$ cat src/rtl/uart_pkg.sv
// Shared constants, state encodings and parity helper for the wide UART transceiver.
package uart_pkg;

    localparam logic [1:0] PARITY_NONE = 2'd0;
    localparam logic [1:0] PARITY_EVEN = 2'd1;
    localparam logic [1:0] PARITY_ODD  = 2'd2;

    localparam logic [1:0] UART_ERR_NONE    = 2'd0;
    localparam logic [1:0] UART_ERR_FRAME   = 2'd1;
    localparam logic [1:0] UART_ERR_PARITY  = 2'd2;
    localparam logic [1:0] UART_ERR_TIMEOUT = 2'd3;

    localparam int OVERSAMPLE = 16;

    typedef enum logic [2:0] {
        RX_IDLE   = 3'd0,
        RX_START  = 3'd1,
        RX_DATA   = 3'd2,
        RX_PARITY = 3'd3,
        RX_STOP   = 3'd4
    } rx_state_t;

    typedef enum logic [2:0] {
        TX_IDLE   = 3'd0,
        TX_START  = 3'd1,
        TX_DATA   = 3'd2,
        TX_PARITY = 3'd3,
        TX_STOP   = 3'd4
    } tx_state_t;

    // Parity bit that goes on the line for a data byte under the given mode.
    function automatic logic parity_bit(input logic [7:0] data, input logic [1:0] mode);
        logic p;
        p = ^data;
        case (mode)
            PARITY_ODD: parity_bit = ~p;
            default:    parity_bit = p;
        endcase
    endfunction

endpackage

$ cat src/rtl/uart_baud_tick.sv
// Oversampling tick generator: one tick every max(divisor,1) clock cycles.
module uart_baud_tick (
    input  logic        clk,
    input  logic        rst_n,
    input  logic [15:0] divisor,
    output logic        tick
);

    logic [15:0] cnt_r;
    logic [15:0] reload_s;

    // Reload value; 0 and 1 both give a tick every cycle.
    always_comb begin
        if (divisor > 16'd1) begin
            reload_s = divisor - 16'd1;
        end else begin
            reload_s = 16'd0;
        end
    end

    // Down-counter; a new divisor is picked up only at reload.
    always_ff @(posedge clk or negedge rst_n) begin
        if (!rst_n) begin
            cnt_r <= 16'd0;
        end else if (cnt_r == 16'd0) begin
            cnt_r <= reload_s;
        end else begin
            cnt_r <= cnt_r - 16'd1;
        end
    end

    assign tick = (cnt_r == 16'd0);

endmodule

$ cat src/rtl/uart_wide_transceiver.sv
// Full-duplex UART moving DATA_BYTES-octet words, MSB byte first, with parity,
// stop-bit and inter-byte timeout handling on the receive side.
module uart_wide_transceiver
    import uart_pkg::*;
#(
    parameter int DATA_BYTES   = 16,
    parameter int PARITY       = 0,
    parameter int STOP_BITS    = 1,
    parameter int TIMEOUT_BITS = 32
) (
    input  logic                    sys_clk,
    input  logic                    sys_rst_n,
    input  logic [15:0]             divisor,
    input  logic                    uart_rx,
    output logic                    uart_tx,
    output logic [8*DATA_BYTES-1:0] rx_data,
    output logic                    rx_done,
    output logic                    rx_err,
    output logic [1:0]              rx_err_code,
    input  logic [8*DATA_BYTES-1:0] tx_data,
    input  logic                    tx_wr,
    output logic                    tx_ready,
    output logic                    tx_done
);

    localparam int W        = 8 * DATA_BYTES;
    localparam int BC_W     = $clog2(DATA_BYTES + 1);
    localparam int TO_TICKS = TIMEOUT_BITS * OVERSAMPLE;
    localparam int TO_W     = (TIMEOUT_BITS > 0) ? $clog2(TO_TICKS) : 1;
    localparam bit PAR_EN   = (PARITY != 0);
    localparam bit TO_EN    = (TIMEOUT_BITS > 0);
    localparam logic [1:0]      PAR_MODE  = 2'(PARITY);
    localparam logic [BC_W-1:0] LAST_BYTE = BC_W'(DATA_BYTES - 1);
    localparam logic [TO_W-1:0] TO_LAST   = TO_W'(TO_TICKS - 1);
    localparam logic            STOP_LAST = 1'(STOP_BITS - 1);

    logic tick_s;

    uart_baud_tick u_tick (
        .clk     (sys_clk),
        .rst_n   (sys_rst_n),
        .divisor (divisor),
        .tick    (tick_s)
    );

    logic rx_meta_r, rx_sync_r;

    // Two-flop synchroniser for the asynchronous serial input.
    always_ff @(posedge sys_clk or negedge sys_rst_n) begin
        if (!sys_rst_n) begin
            rx_meta_r <= 1'b1;
            rx_sync_r <= 1'b1;
        end else begin
            rx_meta_r <= uart_rx;
            rx_sync_r <= rx_meta_r;
        end
    end

    rx_state_t        rx_state_r, rx_state_nxt;
    logic [3:0]       rx_ph_r, rx_ph_nxt;
    logic [2:0]       rx_bit_r, rx_bit_nxt;
    logic [7:0]       rx_byte_r, rx_byte_nxt;
    logic             rx_perr_r, rx_perr_nxt;
    logic [W-1:0]     rx_asm_r, rx_asm_nxt, rx_asm_shift_s;
    logic [BC_W-1:0]  rx_cnt_r, rx_cnt_nxt;
    logic [TO_W-1:0]  rx_to_r, rx_to_nxt;
    logic [W-1:0]     rx_data_r, rx_data_nxt;
    logic             rx_done_r, rx_done_nxt;
    logic             rx_err_r, rx_err_nxt;
    logic [1:0]       rx_code_r, rx_code_nxt;
    logic             rx_sample_s;

    assign rx_sample_s    = tick_s && (rx_ph_r == 4'd0);
    assign rx_asm_shift_s = (rx_asm_r << 8) | W'(rx_byte_r);

    // RX next-state: the phase counter wraps 0->15 so samples repeat every 16 ticks.
    always_comb begin
        rx_state_nxt = rx_state_r;
        rx_ph_nxt    = (tick_s && (rx_state_r != RX_IDLE)) ? (rx_ph_r - 4'd1) : rx_ph_r;
        rx_bit_nxt   = rx_bit_r;
        rx_byte_nxt  = rx_byte_r;
        rx_perr_nxt  = rx_perr_r;
        rx_asm_nxt   = rx_asm_r;
        rx_cnt_nxt   = rx_cnt_r;
        rx_to_nxt    = rx_to_r;
        rx_data_nxt  = rx_data_r;
        rx_code_nxt  = rx_code_r;
        rx_done_nxt  = 1'b0;
        rx_err_nxt   = 1'b0;
        case (rx_state_r)
            RX_IDLE: begin
                if (tick_s && !rx_sync_r) begin
                    rx_state_nxt = RX_START;
                    rx_ph_nxt    = 4'd7;
                    rx_perr_nxt  = 1'b0;
                    rx_to_nxt    = {TO_W{1'b0}};
                end else if (tick_s && TO_EN && (rx_cnt_r != {BC_W{1'b0}})) begin
                    if (rx_to_r == TO_LAST) begin
                        rx_cnt_nxt  = {BC_W{1'b0}};
                        rx_to_nxt   = {TO_W{1'b0}};
                        rx_err_nxt  = 1'b1;
                        rx_code_nxt = UART_ERR_TIMEOUT;
                    end else begin
                        rx_to_nxt = rx_to_r + TO_W'(1);
                    end
                end else if (rx_cnt_r == {BC_W{1'b0}}) begin
                    rx_to_nxt = {TO_W{1'b0}};
                end else begin
                    rx_to_nxt = rx_to_r;
                end
            end
            RX_START: begin
                if (rx_sample_s) begin
                    rx_state_nxt = rx_sync_r ? RX_IDLE : RX_DATA;
                    rx_bit_nxt   = 3'd0;
                end else begin
                    rx_state_nxt = rx_state_r;
                end
            end
            RX_DATA: begin
                if (rx_sample_s) begin
                    rx_byte_nxt = {rx_sync_r, rx_byte_r[7:1]};
                    rx_bit_nxt  = rx_bit_r + 3'd1;
                    if (rx_bit_r == 3'd7) begin
                        rx_state_nxt = PAR_EN ? RX_PARITY : RX_STOP;
                    end else begin
                        rx_state_nxt = RX_DATA;
                    end
                end else begin
                    rx_state_nxt = rx_state_r;
                end
            end
            RX_PARITY: begin
                if (rx_sample_s) begin
                    rx_perr_nxt  = (rx_sync_r != parity_bit(rx_byte_r, PAR_MODE));
                    rx_state_nxt = RX_STOP;
                end else begin
                    rx_state_nxt = rx_state_r;
                end
            end
            RX_STOP: begin
                if (rx_sample_s) begin
                    rx_state_nxt = RX_IDLE;
                    if (!rx_sync_r || rx_perr_r) begin
                        rx_err_nxt  = 1'b1;
                        rx_code_nxt = !rx_sync_r ? UART_ERR_FRAME : UART_ERR_PARITY;
                        rx_cnt_nxt  = {BC_W{1'b0}};
                    end else if (rx_cnt_r == LAST_BYTE) begin
                        rx_asm_nxt  = rx_asm_shift_s;
                        rx_data_nxt = rx_asm_shift_s;
                        rx_done_nxt = 1'b1;
                        rx_cnt_nxt  = {BC_W{1'b0}};
                    end else begin
                        rx_asm_nxt = rx_asm_shift_s;
                        rx_cnt_nxt = rx_cnt_r + BC_W'(1);
                    end
                end else begin
                    rx_state_nxt = rx_state_r;
                end
            end
            default: begin
                rx_state_nxt = RX_IDLE;
            end
        endcase
    end

    // RX state and datapath registers.
    always_ff @(posedge sys_clk or negedge sys_rst_n) begin
        if (!sys_rst_n) begin
            rx_state_r <= RX_IDLE;
            rx_ph_r    <= 4'd0;
            rx_bit_r   <= 3'd0;
            rx_byte_r  <= 8'd0;
            rx_perr_r  <= 1'b0;
            rx_asm_r   <= {W{1'b0}};
            rx_cnt_r   <= {BC_W{1'b0}};
            rx_to_r    <= {TO_W{1'b0}};
            rx_data_r  <= {W{1'b0}};
            rx_done_r  <= 1'b0;
            rx_err_r   <= 1'b0;
            rx_code_r  <= UART_ERR_NONE;
        end else begin
            rx_state_r <= rx_state_nxt;
            rx_ph_r    <= rx_ph_nxt;
            rx_bit_r   <= rx_bit_nxt;
            rx_byte_r  <= rx_byte_nxt;
            rx_perr_r  <= rx_perr_nxt;
            rx_asm_r   <= rx_asm_nxt;
            rx_cnt_r   <= rx_cnt_nxt;
            rx_to_r    <= rx_to_nxt;
            rx_data_r  <= rx_data_nxt;
            rx_done_r  <= rx_done_nxt;
            rx_err_r   <= rx_err_nxt;
            rx_code_r  <= rx_code_nxt;
        end
    end

    assign rx_data     = rx_data_r;
    assign rx_done     = rx_done_r;
    assign rx_err      = rx_err_r;
    assign rx_err_code = rx_code_r;

    tx_state_t        tx_state_r, tx_state_nxt;
    logic [W-1:0]     tx_shift_r, tx_shift_nxt;
    logic [3:0]       tx_ph_r, tx_ph_nxt;
    logic [2:0]       tx_bit_r, tx_bit_nxt;
    logic             tx_stop_r, tx_stop_nxt;
    logic [BC_W-1:0]  tx_cnt_r, tx_cnt_nxt;
    logic             tx_line_r, tx_line_nxt;
    logic             tx_ready_r, tx_ready_nxt;
    logic             tx_done_r, tx_done_nxt;
    logic [7:0]       tx_cur_s;
    logic             tx_bit_end_s;

    assign tx_cur_s     = tx_shift_r[W-1 -: 8];
    assign tx_bit_end_s = tick_s && (tx_ph_r == 4'd15);

    // TX next-state: the current byte always sits in the top octet of the shifter.
    always_comb begin
        tx_state_nxt = tx_state_r;
        tx_shift_nxt = tx_shift_r;
        tx_ph_nxt    = (tick_s && (tx_state_r != TX_IDLE)) ? (tx_ph_r + 4'd1) : tx_ph_r;
        tx_bit_nxt   = tx_bit_r;
        tx_stop_nxt  = tx_stop_r;
        tx_cnt_nxt   = tx_cnt_r;
        tx_line_nxt  = tx_line_r;
        tx_ready_nxt = tx_ready_r;
        tx_done_nxt  = 1'b0;
        case (tx_state_r)
            TX_IDLE: begin
                if (tx_wr && tx_ready_r) begin
                    tx_shift_nxt = tx_data;
                    tx_state_nxt = TX_START;
                    tx_ph_nxt    = 4'd0;
                    tx_cnt_nxt   = {BC_W{1'b0}};
                    tx_line_nxt  = 1'b0;
                    tx_ready_nxt = 1'b0;
                end else begin
                    tx_line_nxt  = 1'b1;
                    tx_ready_nxt = 1'b1;
                end
            end
            TX_START: begin
                if (tx_bit_end_s) begin
                    tx_state_nxt = TX_DATA;
                    tx_bit_nxt   = 3'd0;
                    tx_line_nxt  = tx_cur_s[0];
                end else begin
                    tx_state_nxt = tx_state_r;
                end
            end
            TX_DATA: begin
                if (tx_bit_end_s && (tx_bit_r == 3'd7)) begin
                    tx_state_nxt = PAR_EN ? TX_PARITY : TX_STOP;
                    tx_line_nxt  = PAR_EN ? parity_bit(tx_cur_s, PAR_MODE) : 1'b1;
                    tx_stop_nxt  = 1'b0;
                end else if (tx_bit_end_s) begin
                    tx_bit_nxt  = tx_bit_r + 3'd1;
                    tx_line_nxt = tx_cur_s[tx_bit_r + 3'd1];
                end else begin
                    tx_state_nxt = tx_state_r;
                end
            end
            TX_PARITY: begin
                if (tx_bit_end_s) begin
                    tx_state_nxt = TX_STOP;
                    tx_line_nxt  = 1'b1;
                    tx_stop_nxt  = 1'b0;
                end else begin
                    tx_state_nxt = tx_state_r;
                end
            end
            TX_STOP: begin
                if (tx_bit_end_s && (tx_stop_r != STOP_LAST)) begin
                    tx_stop_nxt = 1'b1;
                end else if (tx_bit_end_s && (tx_cnt_r == LAST_BYTE)) begin
                    tx_state_nxt = TX_IDLE;
                    tx_line_nxt  = 1'b1;
                    tx_ready_nxt = 1'b1;
                    tx_done_nxt  = 1'b1;
                end else if (tx_bit_end_s) begin
                    tx_state_nxt = TX_START;
                    tx_shift_nxt = tx_shift_r << 8;
                    tx_cnt_nxt   = tx_cnt_r + BC_W'(1);
                    tx_line_nxt  = 1'b0;
                end else begin
                    tx_state_nxt = tx_state_r;
                end
            end
            default: begin
                tx_state_nxt = TX_IDLE;
                tx_line_nxt  = 1'b1;
                tx_ready_nxt = 1'b1;
            end
        endcase
    end

    // TX state and datapath registers; the line idles high out of reset.
    always_ff @(posedge sys_clk or negedge sys_rst_n) begin
        if (!sys_rst_n) begin
            tx_state_r <= TX_IDLE;
            tx_shift_r <= {W{1'b0}};
            tx_ph_r    <= 4'd0;
            tx_bit_r   <= 3'd0;
            tx_stop_r  <= 1'b0;
            tx_cnt_r   <= {BC_W{1'b0}};
            tx_line_r  <= 1'b1;
            tx_ready_r <= 1'b1;
            tx_done_r  <= 1'b0;
        end else begin
            tx_state_r <= tx_state_nxt;
            tx_shift_r <= tx_shift_nxt;
            tx_ph_r    <= tx_ph_nxt;
            tx_bit_r   <= tx_bit_nxt;
            tx_stop_r  <= tx_stop_nxt;
            tx_cnt_r   <= tx_cnt_nxt;
            tx_line_r  <= tx_line_nxt;
            tx_ready_r <= tx_ready_nxt;
            tx_done_r  <= tx_done_nxt;
        end
    end

    assign uart_tx  = tx_line_r;
    assign tx_ready = tx_ready_r;
    assign tx_done  = tx_done_r;

endmodule

$ cat config.mk
export PLATFORM = sky130hd
export DESIGN_NAME = uart_wide_transceiver
export DESIGN_NICKNAME = d
export VERILOG_FILES = /design/src/rtl/uart_pkg.sv /design/src/rtl/uart_baud_tick.sv /design/src/rtl/uart_wide_transceiver.sv
export SDC_FILE = /design/constraint.sdc
export NUM_CORES = 1
export LEC_CHECK = 0
export ABC_AREA = 1
export ABC_CLOCK_PERIOD_IN_PS = 2500
export CAP_MARGIN = 10
export CORE_MARGIN = 3
export CORE_UTILIZATION = 57
export CTS_BUF_LIST = sky130_fd_sc_hd__clkbuf_8
export DETAILED_ROUTE_END_ITERATION = 8
export PLACE_DENSITY = 0.9
export SLEW_MARGIN = 25
export SYNTH_ARGS = -nofsm -noshare
export SYNTH_HDL_FRONTEND = slang
export SYNTH_SLANG_ARGS = --single-unit
$ cat constraint.sdc
create_clock -name sys_clk -period 2.5 [get_ports sys_clk]
set_input_delay 0.5 -clock sys_clk [delete_from_list [all_inputs] [get_ports sys_clk]]
set_output_delay 0.5 -clock sys_clk [all_outputs]
set_load 0.05 [all_outputs]
==> summary.md, run 1 <==
| Metric | Value |
|---|---|
| Worst-case reg-to-reg path depth | 10 |
| Final hold violations | 0 |
| Worst-skew pair later-pin latency | 0.59 ns |
| Longest Clk Path Bufs | 3 |
| Register area | 11300 µm² |
| Area share of the largest cell type after synthesis | 0.557 |
| Worst Path Arrival | 1.83 ns |
| WL/cell | 15.8 µm |
| Post-synthesis cell count | 2457 |
| DR iter-0 viols | 1569 |
| Outcome | completed |
| Worst Hold End | rx_meta_r |
| Switching Share | 0.309 |
| Share of cells above drive strength 1 | 0.0645 |
| Post-synth cell types | 40 |
| GR Overflow Total | 0 |
| Tmin final | 2.33 ns |
| Pwr Total | 18900 µW |
| Peak VDD IR | 0.673 mV |
| FF-to-FF setup slack | 0.19 ns |
| Worst Tran Pin Value | 0.633 ns |
| Root Buffer | clkbuf_8 |
| Largest net degree at the start of global routing | 130 |
| Slew Viols, Final | 0 |
| RSZ-0062 raised after global routing | no |
| Post-layout util | 0.719 |
| Rel. slew slack | 0.578 |
| Post-DRT Antenna Nets | 0 |
| Leading area contributor after synthesis | dfrtp_1 |
| DRC Markers | 0 |
| DIE WIDTH | 194 µm |
| Placed instance area | 23400 µm² |
| Hold Path Stages | 1 |
| Synth Net Count | 2622 |
| Period utilisation layout | 0.934 |
| Comb power frac | 0.195 |
| Diode count | 0 |
| Crit-path leading delay family | buffers and inverters |
| Switching power | 5840 µW |
| IO buf count | 282 |
| RePlAce Congestion | 0.864 |
| Worst path cell trace | clkdlybuf4s50_1 |
| Maximum capacitance violations | 0 |
| Layout area overhead | 24.1% |
| Pwr/cell area | 759 nW/µm² |
| Hold path start | uart_rx |
| Worst r2r src | u_tick.cnt_r[0] |
| Initial Util | 0.579 |
| Fill cell count | 2351 |
| Vias/cell | 5.46 |
| R2R Path End | rx_data[103] |
| First-pass GRT wire length | 83.6 mm |
| WP buf/inv | 1 |
| Row cnt | 68 |
| TritonCTS Buffers | 73 |
| Crit-path slowest cell | clkdlybuf4s50_1 |
| Clock sinks | 450 |
| Clock slew at reported path FFs | 0.07 ns |
| Dominant synthesized flop cell | dfrtp_1 |
| WS Path Type | reg -> out |
| Post-synthesis register bit count | 450 |
| Synth top area cells | dfrtp_1 56%, nand2_1 19%, o21ai_0 6.0% |
| Worst hold margin | 0.335 ns |
| Post-synth ARST share | 1.00 |
| Post-DP HPWL | 33.2 mm |
| H-tree levels | 3 |
| Total Routing Usage GR | 0.266 |
| Post-synth EDFFs | 0 |
| P_int | 13000 µW |
| First-pass iteration count of the detailed router | 6 |
| Fin Clk Skew | 0.0224 ns |
| Multi-input gate area | 7510 µm² |
| Critical Path RT | 2.00 ns |
| Hold Path Class | in -> reg |
| Lkg Pwr | 0.0119 µW |
| Vias | 17639 |
| Die height | 194 µm |
| Initial antenna violation count | 0 |
| Setup violators final | 0 |
| Area of the core | 34600 µm² |
| Clk network pwr share | 0.332 |
| Nets | 2888 |
| Critical Path Max Stage Delay | 0.84 ns |
| Post-Syn Area | 20100 µm² |
| Io pins | 283 |
| Mean Syn Cell Area | 8.16 µm² |
| Post-route cell area | 24900 µm² |
| CTS tree | done |
| Die Area | 37500 µm² |
| Seq/Total Area, Yosys | 0.562 |
| FMAX | 0.428 GHz |
| Setup crit start kind | register |
| Warnings from Yosys | 0 |
| Vias in the first global route | 17408 |
| Setup tns final | 0 ns |
| Critical path fanouts, max | 2 |
| Critical Path Sink Type | primary output |
| Final WL | 51.0 mm |
| Seq pwr share | 0.473 |
[through the flow]
stage	cells	setup WS (ns)
after floorplan	2457	0.606
after global placement	3100	0.260
after detailed placement	3100	0.113
after CTS	3228	0.00649
after global routing	3230	0.0133
final	3230	0.166
[registers in the layout, summed over array words and instances, names as in the netlist, 2 cells and up]
name,cells
rx_bit_r,3
tx_state_r,3
tx_ph_r,4
rx_ph_r,4
rx_to_r,9
tx_cnt_r,5
rx_byte_r,8
rx_data,128
rx_asm_r,120
rx_state_r,3
tx_bit_r,3
rx_err_code,2
tx_shift_r,128
rx_cnt_r,5
u_tick.cnt_r,16
[worst max path at each step]
stage	startpoint	end	slack, ns	depth (start not counted)
5_1_grt	rx_to_r[0]	rx_cnt_r[1]	0.01	11
3_5_place_dp	u_tick.cnt_r[0]	rx_data[76]	0.11	10
2_1_floorplan	tx_cnt_r[0]	tx_shift_r[100]	0.61	11
3_3_place_gp	divisor[0]	u_tick.cnt_r[15]	0.26	9
4_1_cts	tx_ready	tx_ready	0.006	1
6_report	rx_data[45]	rx_data[45]	0.17	1
[what timing repair did]
item,in CTS,in global routing
endpoints found under the setup margin,0,94
endpoints found under the hold margin,65,0
buffers inserted,0,0
resized for setup,0,7
hold buffers,1,0
[layout make-up]
type                            count  share of cell area
Multi-Input combinational cell   1687               0.302
Clock inverter                     32             0.00583
Sequential cell                   450               0.453
Inverter                          195              0.0296
Clock buffer                       95              0.0525
Timing Repair Buffer              316               0.135
Tap cell                          455              0.0229
[synthesized netlist by cell type (7+ instances only)]
cell and count:
dfrtp_1 446, nor2_1 73, inv_1 189, buf_2 45, ha_1 17, nand2_1 1033
o21ai_1 41, xnor2_1 14, o22ai_1 8, o21ai_0 240, clkbuf_1 65, buf_6 8
nand3_1 169, a21oi_1 10, nor3_1 11, buf_1 7, xor2_1 18, nand4_1 12
[power by group through the flow]
stage | registers [µW] | clock network, µW | logic (µW)
after CTS | 8920 | 6350 | 3670
after detailed placement | 9010 | 0 | 3660
after global placement | 8970 | 0 | 3460
after floorplan | 8910 | 0 | 2570
after global routing | 9040 | 6710 | 4180
final | 8930 | 6270 | 3680
[logic make-up (layout without fill, tap and decap cells)]
group,count (synthesis),count (layout),share of synthesized area
xor+xnor,32,32,0.0140
mux,1,1,0.000499
simple gates,1330,1331,0.269
flops,450,450,0.562
compound gates,306,306,0.0777
fa+ha+maj,17,17,0.0106
buf+inv,321,638,0.0661
[layer usage]
layer / global-route usage / up-vias / routed length [µm]
met5: 0 / - / 0
met1: 0.335 / 8408 / 19400
met2: 0.460 / 848 / 25900
li1: - / 8256 / -
met3: 0.0521 / 127 / 4090
met4: 0.0954 / 0 / 1550
[cells in the final DEF, fill, tap and decap left out, types with 3 or more instances in the layout]
master | Yosys | routed
nand2_1 | 1033 | 1032
dfrtp_1 | 446 | 446
clkdlybuf4s50_1 | 0 | 279
o21ai_0 | 240 | 240
inv_1 | 189 | 205
nand3_1 | 169 | 168
clkbuf_8 | 0 | 95
nor2_1 | 73 | 73
o21ai_1 | 41 | 41
xor2_1 | 18 | 18
ha_1 | 17 | 17
buf_12 | 0 | 16
clkinv_2 | 0 | 15
xnor2_1 | 14 | 14
buf_4 | 1 | 13
nand4_1 | 12 | 12
nor3_1 | 11 | 11
a21oi_1 | 10 | 10
o22ai_1 | 8 | 8
or2_2 | 5 | 5
nand3b_1 | 5 | 5
nor2_2 | 5 | 5
nand2_2 | 6 | 4
dfstp_2 | 4 | 4
inv_2 | 5 | 3
Note: power is estimated with default switching activity, not from simulation.
==> run 2, diff against run 1 <==
Settings changed: CAP_MARGIN 10 to 20.
==> results of run 2 <==
Same layout as run 1: the final DEF is identical, and so are final timing and power.
